<file path="src/rtl/mem_map_pkg.sv">
// Memory map shared by the access controller and anything else that decodes CPU addresses.
package mem_map_pkg;

  localparam logic [15:0] MAP_DATA_BASE    = 16'h0000;
  localparam logic [15:0] MAP_STACK_TOP    = 16'h0400;
  localparam logic [15:0] MAP_UART_BASE    = 16'h0800;
  localparam int          MAP_BLOCK_SIZE   = 32;
  localparam int          MAP_DATA_W       = 32;
  localparam int          MAP_UART_TIMEOUT = 255;

  typedef enum logic [1:0] {REG_DATA, REG_STACK, REG_UART, REG_NONE} region_e;

  typedef enum logic [2:0] {S_IDLE, S_ACCESS, S_WAIT_UART, S_RESP, S_FAULT} state_e;

endpackage

</file>
<file path="src/rtl/addr_decode.sv">
// Combinational region decode and physical word index for a 16-bit virtual address.
module addr_decode
  import mem_map_pkg::*;
#(
  parameter logic [15:0] DATA_BASE  = MAP_DATA_BASE,
  parameter logic [15:0] STACK_TOP  = MAP_STACK_TOP,
  parameter logic [15:0] UART_BASE  = MAP_UART_BASE,
  parameter int          BLOCK_SIZE = MAP_BLOCK_SIZE
) (
  input  logic [15:0]                   addr_i,
  output region_e                       region_o,
  output logic [$clog2(BLOCK_SIZE)-1:0] phys_o
);

  localparam int          PHYS_W = $clog2(BLOCK_SIZE);
  localparam logic [15:0] SIZE   = 16'(BLOCK_SIZE);

  // Wrapping 16-bit differences make each range check a single compare:
  // an address below an ascending base (or above the stack top) wraps to a large value.
  always_comb begin
    region_o = REG_NONE;
    phys_o   = '0;
    if ((addr_i - DATA_BASE) < SIZE) begin
      region_o = REG_DATA;
      phys_o   = PHYS_W'(addr_i - DATA_BASE);
    end else if ((STACK_TOP - addr_i) < SIZE) begin
      region_o = REG_STACK;
      phys_o   = PHYS_W'(STACK_TOP - addr_i);
    end else if ((addr_i - UART_BASE) < SIZE) begin
      region_o = REG_UART;
      phys_o   = PHYS_W'(addr_i - UART_BASE);
    end
  end

endmodule

</file>
<file path="src/rtl/mem_access_ctrl.sv">
// Sequences CPU loads/stores onto data RAM, stack RAM and UART with a busy/done handshake,
// bounded UART back-pressure wait and fault reporting.
module mem_access_ctrl
  import mem_map_pkg::*;
#(
  parameter logic [15:0] DATA_BASE    = MAP_DATA_BASE,
  parameter logic [15:0] STACK_TOP    = MAP_STACK_TOP,
  parameter logic [15:0] UART_BASE    = MAP_UART_BASE,
  parameter int          BLOCK_SIZE   = MAP_BLOCK_SIZE,
  parameter int          DATA_W       = MAP_DATA_W,
  parameter int          UART_TIMEOUT = MAP_UART_TIMEOUT
) (
  input  logic                          clk,
  input  logic                          reset,
  input  logic                          cpu_req,
  input  logic                          cpu_we,
  input  logic [15:0]                   cpu_addr,
  input  logic [DATA_W-1:0]             cpu_wdata,
  output logic [DATA_W-1:0]             cpu_rdata,
  output logic                          cpu_busy,
  output logic                          cpu_done,
  output logic                          cpu_fault,
  output logic                          data_en,
  output logic                          stack_en,
  output logic                          uart_en,
  output logic                          mem_we,
  output logic [$clog2(BLOCK_SIZE)-1:0] phys_addr,
  output logic [DATA_W-1:0]             mem_wdata,
  input  logic [DATA_W-1:0]             data_rdata,
  input  logic [DATA_W-1:0]             stack_rdata,
  input  logic [DATA_W-1:0]             uart_rdata,
  input  logic                          uartfull
);

  localparam int PHYS_W = $clog2(BLOCK_SIZE);
  localparam int CNT_W  = $clog2(UART_TIMEOUT + 1);

  state_e              state_q;
  logic [15:0]         addr_q;
  logic                we_q;
  logic [DATA_W-1:0]   wdata_q;
  logic [DATA_W-1:0]   rdata_q;
  logic                done_q;
  logic                fault_q;
  logic [CNT_W-1:0]    cnt_q;

  region_e             region;
  logic [PHYS_W-1:0]   phys;
  logic                data_en_c;
  logic                stack_en_c;
  logic                uart_en_c;
  logic                any_en;

  addr_decode #(
    .DATA_BASE  (DATA_BASE),
    .STACK_TOP  (STACK_TOP),
    .UART_BASE  (UART_BASE),
    .BLOCK_SIZE (BLOCK_SIZE)
  ) u_addr_decode (
    .addr_i   (addr_q),
    .region_o (region),
    .phys_o   (phys)
  );

  // Enables follow uartfull within the cycle so a UART store fires as soon as space appears.
  always_comb begin
    data_en_c  = 1'b0;
    stack_en_c = 1'b0;
    uart_en_c  = 1'b0;
    if (state_q == S_ACCESS) begin
      case (region)
        REG_DATA:  data_en_c  = 1'b1;
        REG_STACK: stack_en_c = 1'b1;
        REG_UART:  uart_en_c  = !(we_q && uartfull);
        default:   ;
      endcase
    end else if (state_q == S_WAIT_UART) begin
      uart_en_c = !uartfull;
    end
  end

  assign any_en    = data_en_c | stack_en_c | uart_en_c;
  assign data_en   = data_en_c;
  assign stack_en  = stack_en_c;
  assign uart_en   = uart_en_c;
  assign mem_we    = any_en & we_q;
  assign phys_addr = any_en ? phys : '0;
  assign mem_wdata = any_en ? wdata_q : '0;
  assign cpu_busy  = (state_q != S_IDLE);
  assign cpu_done  = done_q;
  assign cpu_fault = fault_q;
  assign cpu_rdata = rdata_q;

  always_ff @(posedge clk or posedge reset) begin
    if (reset) begin
      state_q <= S_IDLE;
      addr_q  <= '0;
      we_q    <= 1'b0;
      wdata_q <= '0;
      rdata_q <= '0;
      done_q  <= 1'b0;
      fault_q <= 1'b0;
      cnt_q   <= '0;
    end else begin
      done_q  <= 1'b0;
      fault_q <= 1'b0;
      case (state_q)
        S_IDLE: begin
          if (cpu_req) begin
            addr_q  <= cpu_addr;
            we_q    <= cpu_we;
            wdata_q <= cpu_wdata;
            state_q <= S_ACCESS;
          end
        end
        S_ACCESS: begin
          if (region == REG_NONE) begin
            state_q <= S_FAULT;
          end else if (region == REG_UART && we_q && uartfull) begin
            cnt_q   <= '0;
            state_q <= S_WAIT_UART;
          end else begin
            state_q <= S_RESP;
          end
        end
        S_WAIT_UART: begin
          cnt_q <= cnt_q + 1'b1;
          if (!uartfull) begin
            state_q <= S_RESP;
          end else if (cnt_q == CNT_W'(UART_TIMEOUT - 1)) begin
            state_q <= S_FAULT;
          end
        end
        S_RESP: begin
          if (!we_q) begin
            case (region)
              REG_DATA:  rdata_q <= data_rdata;
              REG_STACK: rdata_q <= stack_rdata;
              REG_UART:  rdata_q <= uart_rdata;
              default:   ;
            endcase
          end
          done_q  <= 1'b1;
          state_q <= S_IDLE;
        end
        S_FAULT: begin
          done_q  <= 1'b1;
          fault_q <= 1'b1;
          state_q <= S_IDLE;
        end
        default: state_q <= S_IDLE;
      endcase
    end
  end

endmodule
</file>
<file path="config.mk">
export PLATFORM = sky130hd
export DESIGN_NAME = mem_access_ctrl
export DESIGN_NICKNAME = d
export VERILOG_FILES = /design/src/rtl/mem_map_pkg.sv /design/src/rtl/addr_decode.sv /design/src/rtl/mem_access_ctrl.sv
export SDC_FILE = /design/constraint.sdc
export NUM_CORES = 1
export LEC_CHECK = 0
export CAP_MARGIN = 25
export CORE_AREA = 2 2 112 114
export CTS_BUF_LIST = sky130_fd_sc_hd__clkbuf_4 sky130_fd_sc_hd__clkbuf_8
export DETAILED_ROUTE_END_ITERATION = 10
export DIE_AREA = 0 0 114 116
export GPL_ROUTABILITY_DRIVEN = 0
export PLACE_DENSITY_LB_ADDON = 0.12
export SYNTH_ARGS = -nofsm -noshare
export SYNTH_HDL_FRONTEND = slang
export SYNTH_SLANG_ARGS = --single-unit
</file>
<file path="constraint.sdc">
create_clock -name clk -period 4.89 [get_ports clk]
set_input_delay 0.489 -clock clk [delete_from_list [all_inputs] [get_ports clk]]
set_output_delay 0.489 -clock clk [all_outputs]
set_load 0.01 [all_outputs]
</file>
### Yosys cells after proc, flatten, opt, wreduce, memory -nomap -nowiden

Cells that the tools add are included.

* $add $sub $neg: 3
* order comparisons: 3
* equal/unequal tests: 12
* muxes and demuxes: 27
* bitwise logic cells: 4
* reductions and logical operators: 15

Operator list (count)
* $pmux W32 S3: 1
* $lt A16 B6 Y1 const B: 3
* $mux W32: 1
* $mux W5: 4
* $mux W8: 2
* $pmux W8 S2: 1
* $sub A11 B16 Y16 const A: 1
* $sub A16 B12 Y16 const B: 1
* $mux W3: 4
* $mux W1: 11
* $pmux W3 S3: 1
* $add A8 B1 Y8 const B: 1
* $eq A8 B8 Y1 const B: 1
* $eq A3 B2 Y1 const B: 2
* $reduce_and A3 Y1: 2
* $reduce_bool A3 Y1: 2
* $eq A2 B2 Y1 const B: 2
* $mux W2: 2
* $ne A2 B2 Y1 const B: 2
* $reduce_and A2 Y1: 2
* $eq A3 B1 Y1 const B: 1
* $eq A3 B3 Y1 const B: 1
* $logic_and A1 B1 Y1: 3
* $logic_not A3 Y1: 1
* 10 further kinds: 12

* register bits: 94
* bits of input ports: 149
* output and inout bits: 76
* word-level logic and storage cells: 72

### Logic depth before layout (Yosys ltp)

Gate-level depths: netlist of run 1.

* depth after elaboration: 11
* depth in mapped cells: 15
* mapped depth without buffers: 13

### Hierarchy

Synthesis of run 1 repeated with hierarchy kept, for this count alone.

* cell total of the unflattened synthesis: 526
* area total of the unflattened synthesis: 5336.4 µm²

Modules (own cells, without submodules)
* mem_access_ctrl: instances 1, cells each 461, area an instance 4852.2 µm², seq. area each 2352.3 µm²
* addr_decode: instances 1, cells each 65, area an instance 484.2 µm², seq. area each 0.0 µm²

### Least setup slack after synthesis of run 1

OpenSTA, ideal clock, no wires.

* path kind: reg2out
* start: reg addr_q[2]
* end: out mem_wdata[22]
* arrival time: 3.140 ns
* required time: 4.401 ns
* setup slack: 1.261 ns
* cell stages (with the launch flop): 14
* buffers on the path: 3
* cell sequence: dfrtp_1 or3_1 buf_6 or4_4 xor2_1 o22ai_2 and4_1 or2_1 ha_1 clkbuf_1 o21ai_0 nand2_1 clkbuf_1 and2_1

* word-level cells in the longest chain between the ends: 11
* elaborated cells on any way between the ends: 20
* classes of those cells: 2 x add/sub; 3 x order compare; 2 x eq/ne; 10 x mux; 2 x bitwise; 1 x reduce/logical

Ends and longest elaborated chain
* start, declared: line mem_access_ctrl.sv:39 `logic [15:0] addr_q;`
* start signal, assigned: line mem_access_ctrl.sv:110 `addr_q <= cpu_addr;`
* $sub A16 B12 Y16: line addr_decode.sv:29 `end else if ((addr_i - UART_BASE) < SIZE) begin`
* $lt A16 B6 Y1: line addr_decode.sv:29
* $mux W1: line addr_decode.sv:29
* $mux W2: line addr_decode.sv:26 `end else if ((STACK_TOP - addr_i) < SIZE) begin`
* $mux W2 (*): line addr_decode.sv:23 `if ((addr_i - DATA_BASE) < SIZE) begin`
* $eq A2 B1 Y1 or $logic_not A2 Y1 (tied branches): line mem_access_ctrl.sv:71 `case (region)`
* $mux W1: line mem_access_ctrl.sv:71
* $mux W1: line mem_access_ctrl.sv:70 `if (state_q == S_ACCESS) begin`
* $or A1 B1 Y1: line mem_access_ctrl.sv:82 `assign any_en = data_en_c | stack_en_c | uart_en_c;`
* $or A1 B1 Y1 (*): line mem_access_ctrl.sv:82
* $mux W32 (*): line mem_access_ctrl.sv:88 `assign mem_wdata = any_en ? wdata_q : '0;`
* end, declared: line mem_access_ctrl.sv:28 `output logic [DATA_W-1:0] mem_wdata,`

Mark *: on every way between the ends. The rest lies on a longest branch, timed or not.

### Final worst setup path of run 1

* start: reg addr_q[2]
* end: out mem_wdata[11]

Same word-level chain as after synthesis.

==> results of run 1 <==
-- kinds of logic after synthesis --
group | after synthesis | share of synthesized area [%]
AOI/OAI and AO/OA | 135 | 16.3
adders and majority gates | 9 | 2.24
buffers and inverters | 48 | 3.83
xor gates and xnor gates | 9 | 1.57
muxes | 44 | 9.85
and+or+nand+nor | 192 | 19.4
DFF | 94 | 46.7
-- layout make-up --
cell class	instances	area (µm²)	share of cell area (%)
flip-flops and latches	94	2350	30.6
inverters	13	50.0	0.652
multi-input cells	389	2510	32.7
well taps	147	184	2.39
clock inverters	6	68.8	0.896
repair buffers	236	2380	30.9
clock buffers	10	138	1.79
-- worst max-delay path: cells and delay by family, from the launching register on --
kind | cells | cell delay (ns)
and+or+nand+nor | 6 | 1.87
buffers and inverters | 2 | 0.66
DFF | 1 | 0.46
AOI/OAI and AO/OA | 2 | 0.40
adders and majority gates | 1 | 0.20
xor gates and xnor gates | 1 | 0.18
-- registers in the layout, indices dropped and copies added, names as in the netlist --
signal     count
addr_q        16
cpu_done       1
state_q        3
cpu_rdata     32
wdata_q       32
we_q           1
cpu_fault      1
cnt_q          8
-- routing by layer --
layer / vias up / wire length [µm]
met4: 0 / 290
met1: 2233 / 5890
li1: 2292 / -
met2: 171 / 8110
met3: 19 / 967
met5: - / 0
-- cells in the final DEF (no fill, tap or decap), types with 3 or more instances in the layout --
cell / Yosys / layout
and2_1: 38 / 38
nand3_1: 5 / 5
clkbuf_8: 0 / 10
xor2_1: 8 / 8
buf_4: 0 / 8
nor3_1: 7 / 7
ha_1: 9 / 7
mux2_1: 9 / 9
clkdlybuf4s50_1: 0 / 224
nand2b_1: 4 / 4
and3_1: 5 / 5
o22ai_1: 4 / 4
nor3b_1: 3 / 3
or3_1: 8 / 8
a31oi_1: 3 / 3
dfrtp_1: 94 / 94
inv_1: 13 / 12
o21ai_0: 40 / 40
nand2_1: 55 / 55
mux2_2: 35 / 35
a22oi_1: 32 / 32
nand4_1: 6 / 6
a21oi_1: 43 / 43
nor2_1: 46 / 45
-- through the flow --
stage	util, %	total power [mW]	std cells	hold WS, ns	worst slack (ns)
after floorplan	-	1.48	531	0.449	1.26
after global placement	62.0	1.71	874	0.462	0.355
after detailed placement	62.2	1.74	875	0.467	0.145
after CTS	64.1	2.30	892	0.381	0.0386
after global routing	64.5	2.43	895	0.410	-0.00953
final	64.5	2.29	895	0.395	0.246
-- where the power goes --
| part | internal, mW | total, mW | switching, mW |
|---|---|---|---|
| Combinational | 0.364 | 0.644 | 0.281 |
| Clock | 0.254 | 0.546 | 0.292 |
| Sequential | 0.942 | 1.10 | 0.157 |
-- how the worst max path moves through the flow --
stage / from / end / slack (ns) / cells past startpoint
6_report: addr_q[2] / mem_wdata[11] / 0.25 / 12
5_1_grt: addr_q[0] / mem_we / -0.01 / 14
3_3_place_gp: addr_q[0] / phys_addr[0] / 0.35 / 12
3_5_place_dp: addr_q[2] / phys_addr[0] / 0.14 / 12
4_1_cts: addr_q[2] / mem_wdata[11] / 0.04 / 12
2_1_floorplan: addr_q[2] / mem_wdata[22] / 1.26 / 13
-- timing repair --
item                       CTS  global route
resized for setup            1             2
pin swaps                    1             2
gates cloned                 0             0
setup endpoints to repair   38            38
setup buffers                1             2
==> impl_metrics.yaml, run 1 <==
route:
  wl_per_cell_um: 17.0
  ant_nets: 0
  drc: 0
  drt_iter0_drc: 206
  vias_per_cell: 5.27
  vias: 4715
  wl_mm: 15.3
  drt_first_pass_iters: 4
power:
  power_density_nw_per_um2: 298
  p_leak_nw: 3.06
  vdd_drop_max_mv: 0.163
run:
  cap_violations: 0
global_route:
  gr-max-usage-layer: "met2"
  gr-usage-met2_pct: 41.6
  met1_usage_pct: 27.8
  antenna_found_initial: 0
  globalRouteMet3Util_pct: 5.49
  grt_usage_pct: 23.4
  grt_max_degree: 65
  grt_pass1_vias: 4822
  grt_pass1_wl_mm: 24.1
  grt-ovfl-total: 0
outcome:
  status: "finished clean"
worst_setup_path:
  crit_slowest_cell: "or4_4"
  critPathKind: "flop to primary output"
  required_ns: 4.40
  cp.arrival_ns: 4.16
  rr_worst_depth: 12
  end_kind: "primary output"
  worstPathCellList: "or3_1, or4_4, xor2_1, o22ai_2, and4_1, or2_1, ha_1, o21ai_0, nand2_1, buf_6, and2_1, clkdlybuf4s50_1"
  cp_max_fo: 34
  r2r_start: "addr_q[0]"
  rrSetupSlack_ns: 0.74
  reg2reg_to: "cpu_rdata[14]"
  max_stage_delay_ns: 0.54
  critPathLaunchType: "flop"
floorplan:
  start_util_pct: 42.2
  pin_count: 225
  coreArea_um2: 11900
  die_y_um: 116
  die_w_um: 114
  fp.dieArea_um2: 13200
  rows: 40
timing:
  finalHoldViolCount: 0
  tightest_slew_ns: 0.916
  fin_crit_ns: 4.64
  finalMaxSlewViolations: 0
  tns_ns: 0
  fin_crit_sh_pct: 95.0
  finalSetupViolations: 0
  maxSlewHeadroom_pct: 38.9
  worst_clock_skew_ns: 0.0122
  fmax_mhz: 215
logic_synthesis:
  synth-edff-count: 0
  avgSynthCellArea_um2: 9.48
  synth_ff_type: "dfrtp_1"
  yosys-top-cells-area: "dfrtp_1 47%, mux2_2 7.8%, a22oi_1 4.8%, and2_1 4.7%, a21oi_1 4.3%"
  synth-warning-count: 0
  synth_fp_nets: 689
  synthCells: 531
  ys_top_cells_by_count: "94 x dfrtp_1, 55 x nand2_1, 46 x nor2_1"
  yosysTopAreaCellShare_pct: 46.7
  yosys_register_bits: 94
  synthDistinctLibCells: 48
  yosysSeqAreaShare_pct: 46.7
  synth_top_area_cell: "dfrtp_1"
  async_flop_share_pct: 100
  post-synth-top-count-cell: "dfrtp_1"
  syn-cell-area_um2: 5030
finish:
  n_fill_cell: 984
  fin_nets: 901
  drive_gt1_share_pct: 10.0
  area_growth_pct: 52.6
  fin_area_um2: 7680
  antenna_cells: 0
cts:
  cts_tree: "yes"
  ctsHoldBuffers: 0
  clk_latency_ns: 0.38
  htree_num_levels: 3
  cts_root_buf: "clkbuf_8"
  cts_made_buffers: 9
  clock_path_buffers: 2
  clkSlewWorstSetupHoldPaths_ns: 0.10
  cts.sinks: 94
place:
  place_area_um2: 7410
  dp_hpwl_mm: 11.4
  portBuffers: 224
min_path:
  hp-class: "input pin to async pin"
(Power assumes the default switching activity.)
==> run 2: changes to the inputs <==
--- a/config.mk
+++ b/config.mk
@@ -5,13 +5,15 @@
 export SDC_FILE = /design/constraint.sdc
 export NUM_CORES = 1
 export LEC_CHECK = 0
-export CAP_MARGIN = 25
+export CAP_MARGIN = 10
 export CORE_AREA = 2 2 112 114
 export CTS_BUF_LIST = sky130_fd_sc_hd__clkbuf_4 sky130_fd_sc_hd__clkbuf_8
 export DETAILED_ROUTE_END_ITERATION = 10
 export DIE_AREA = 0 0 114 116
 export GPL_ROUTABILITY_DRIVEN = 0
 export PLACE_DENSITY_LB_ADDON = 0.12
+export REMOVE_ABC_BUFFERS = 1
+export SLEW_MARGIN = 40
 export SYNTH_ARGS = -nofsm -noshare
 export SYNTH_HDL_FRONTEND = slang
 export SYNTH_SLANG_ARGS = --single-unit
==> run 2 against run 1 <==
  * Sequential share of layout area hardly changed
  * Clock-buffer cell count up 3
  * Register-to-register slack better by 0.26 ns
  * Combinational power barely moved
  * Final cell count fell by 0.22%
  * Die area is the same
  * First-iteration DRC count increased by 18%
  * Cell area about the same
  * Critical path type unchanged
  * Critical endpoint is now mem_wdata[25]
  * Highest routed layer unchanged
==> impl_metrics.yaml, run 2 (synthesis results as in run 1) <==
cts:
  clk_latency_ns: 0.37
  htree_num_levels: 3
  cts_tree: "yes"
  cts_made_buffers: 9
  cts.sinks: 94
  cts_setup_buffers: 0
  clock_path_buffers: 2
  cts_root_buf: "clkbuf_8"
  clkSlewWorstSetupHoldPaths_ns: 0.09
run:
  cap_violations: 0
global_route:
  antenna_found_initial: 0
  grt-ovfl-total: 0
  grt_pass1_wl_mm: 23.2
  grt_usage_pct: 22.2
  grt_pass1_vias: 4737
  grt_max_degree: 65
worst_setup_path:
  end_kind: "primary output"
  cp.arrival_ns: 4.18
  rr_worst_depth: 13
  reg2reg_to: "cpu_rdata[12]"
  critPathKind: "flop to primary output"
  rrSetupSlack_ns: 1.00
  r2r_start: "addr_q[0]"
  required_ns: 4.40
  critPathLaunchType: "flop"
  cp_max_fo: 34
finish:
  register_area_um2: 2350
  antenna_cells: 0
  multi_input_area_um2: 2500
  fin_nets: 899
  layout.cells.non_filler: 893
  final_cell_mix: "224 x clkdlybuf4s50_1, 94 x dfrtp_1, 55 x nand2_1"
  layout_commonest_cell: "clkdlybuf4s50_1"
  area_growth_pct: 52.6
  postLayoutCoreUtil_pct: 64.5
  n_fill_cell: 1005
  drive_gt1_share_pct: 9.65
place:
  dp_slack_ns: 0.605
  dp_cells: 877
  portBuffers: 224
  dp_hpwl_mm: 11.0
timing:
  finalHoldViolCount: 0
  layout_setup_ws_ns: 0.226
  rsz0062_at_grt: "no"
  fin_crit_ns: 4.66
  fin_crit_sh_pct: 95.4
  finalMaxSlewViolations: 0
  worst_clock_skew_ns: 0.00506
  tns_ns: 0
  tightest_slew_ns: 0.614
  fmax_mhz: 214
  finalSetupViolations: 0
  maxSlewHeadroom_pct: 58.8
floorplan:
  die_w_um: 114
  pin_count: 225
  die_y_um: 116
  start_util_pct: 42.2
  fp.dieArea_um2: 13200
  coreArea_um2: 11900
  rows: 40
route:
  drt_iter0_drc: 244
  wl_per_cell_um: 16.4
  vias_per_cell: 5.24
  wl_mm: 14.6
  ant_nets: 0
  vias: 4680
  drt_first_pass_iters: 5
  drc: 0
min_path:
  whs_endpoint: "wdata_q[8]"
  hp-start: "wdata_q[8]"
  worstHoldPathCells: 1
  hp-class: "flop to flop"
power:
  switching_share_pct: 29.7
  p_seq_share_pct: 45.7
  clkPwrFrac_pct: 27.3
  p_int_mw: 1.68
  power_density_nw_per_um2: 312
  vdd_drop_max_mv: 0.180
  p_total_mw: 2.39
  combPwrFrac_pct: 26.9
  power_switching_mw: 0.711
  p_leak_nw: 3.07
outcome:
  status: "finished clean"
run 2: cell types whose count changed in the layout (fill, tap and decap cells not counted), sizes merged:
cell,delta
buf,-2
clkinv,-3
clkinvlp,-1
inv,-1
bufinv,+2
clkbuf,+3
run 2: through the flow:
step                      hold slack (ns)  cell area (µm²)
after floorplan                     0.449             4890
after global placement              0.462             7390
after detailed placement            0.469             7420
after CTS                           0.488             7680
after global routing                0.513             7680
final                               0.485             7680
run 2: layout make-up:
cell class,count,area share (%)
inverters,13,0.668
clock buffers,13,2.17
multi-input cells,389,32.6
flip-flops and latches,94,30.6
repair buffers,234,30.4
clock inverters,3,1.17
well taps,147,2.39
run 2: how the worst max path moves through the flow:
stage | start | to | slack (ns) | cells past startpoint
after global routing | addr_q[0] | phys_addr[0] | 0.007 | 14
after global placement | addr_q[2] | mem_wdata[25] | 0.75 | 12
after CTS | addr_q[0] | phys_addr[0] | 0.15 | 14
after detailed placement | addr_q[0] | phys_addr[0] | 0.61 | 14
after floorplan | addr_q[0] | phys_addr[0] | 0.75 | 10
final | addr_q[2] | mem_wdata[25] | 0.23 | 12
run 2: what timing repair did:
action	in CTS	in global routing
setup endpoints to repair	0	34
gates resized for setup	0	1
hold buffers	0	0
run 2: power groups by stage:
stage | clock network (mW) | logic, mW | registers (mW)
after global routing | 0.703 | 0.710 | 1.12
after floorplan | 0 | 0.413 | 1.06
final | 0.655 | 0.645 | 1.09
after global placement | 0 | 0.605 | 1.09
after CTS | 0.671 | 0.644 | 1.09
after detailed placement | 0 | 0.638 | 1.10
run 2: critical path, stage by stage (launching register included):
cell and delay, ns:
dfrtp_1 0.48, or3_1 0.54, or4_4 0.54, xor2_1 0.22, o22ai_2 0.17, and4_1 0.25
or2_1 0.23, ha_1 0.19, o21ai_0 0.20, nand2_1 0.09, buf_6 0.19, and2_1 0.20
clkdlybuf4s50_1 0.48
run 2: metal layers:
| metal | wire length (µm) | track usage (%) | vias up |
|---|---|---|---|
| li1 | - | - | 2288 |
| met1 | 5820 | 26.4 | 2200 |
| met2 | 7430 | 37.8 | 169 |
| met3 | 1130 | 7.37 | 23 |
| met4 | 238 | 8.13 | 0 |
| met5 | 0 | 0 | - |
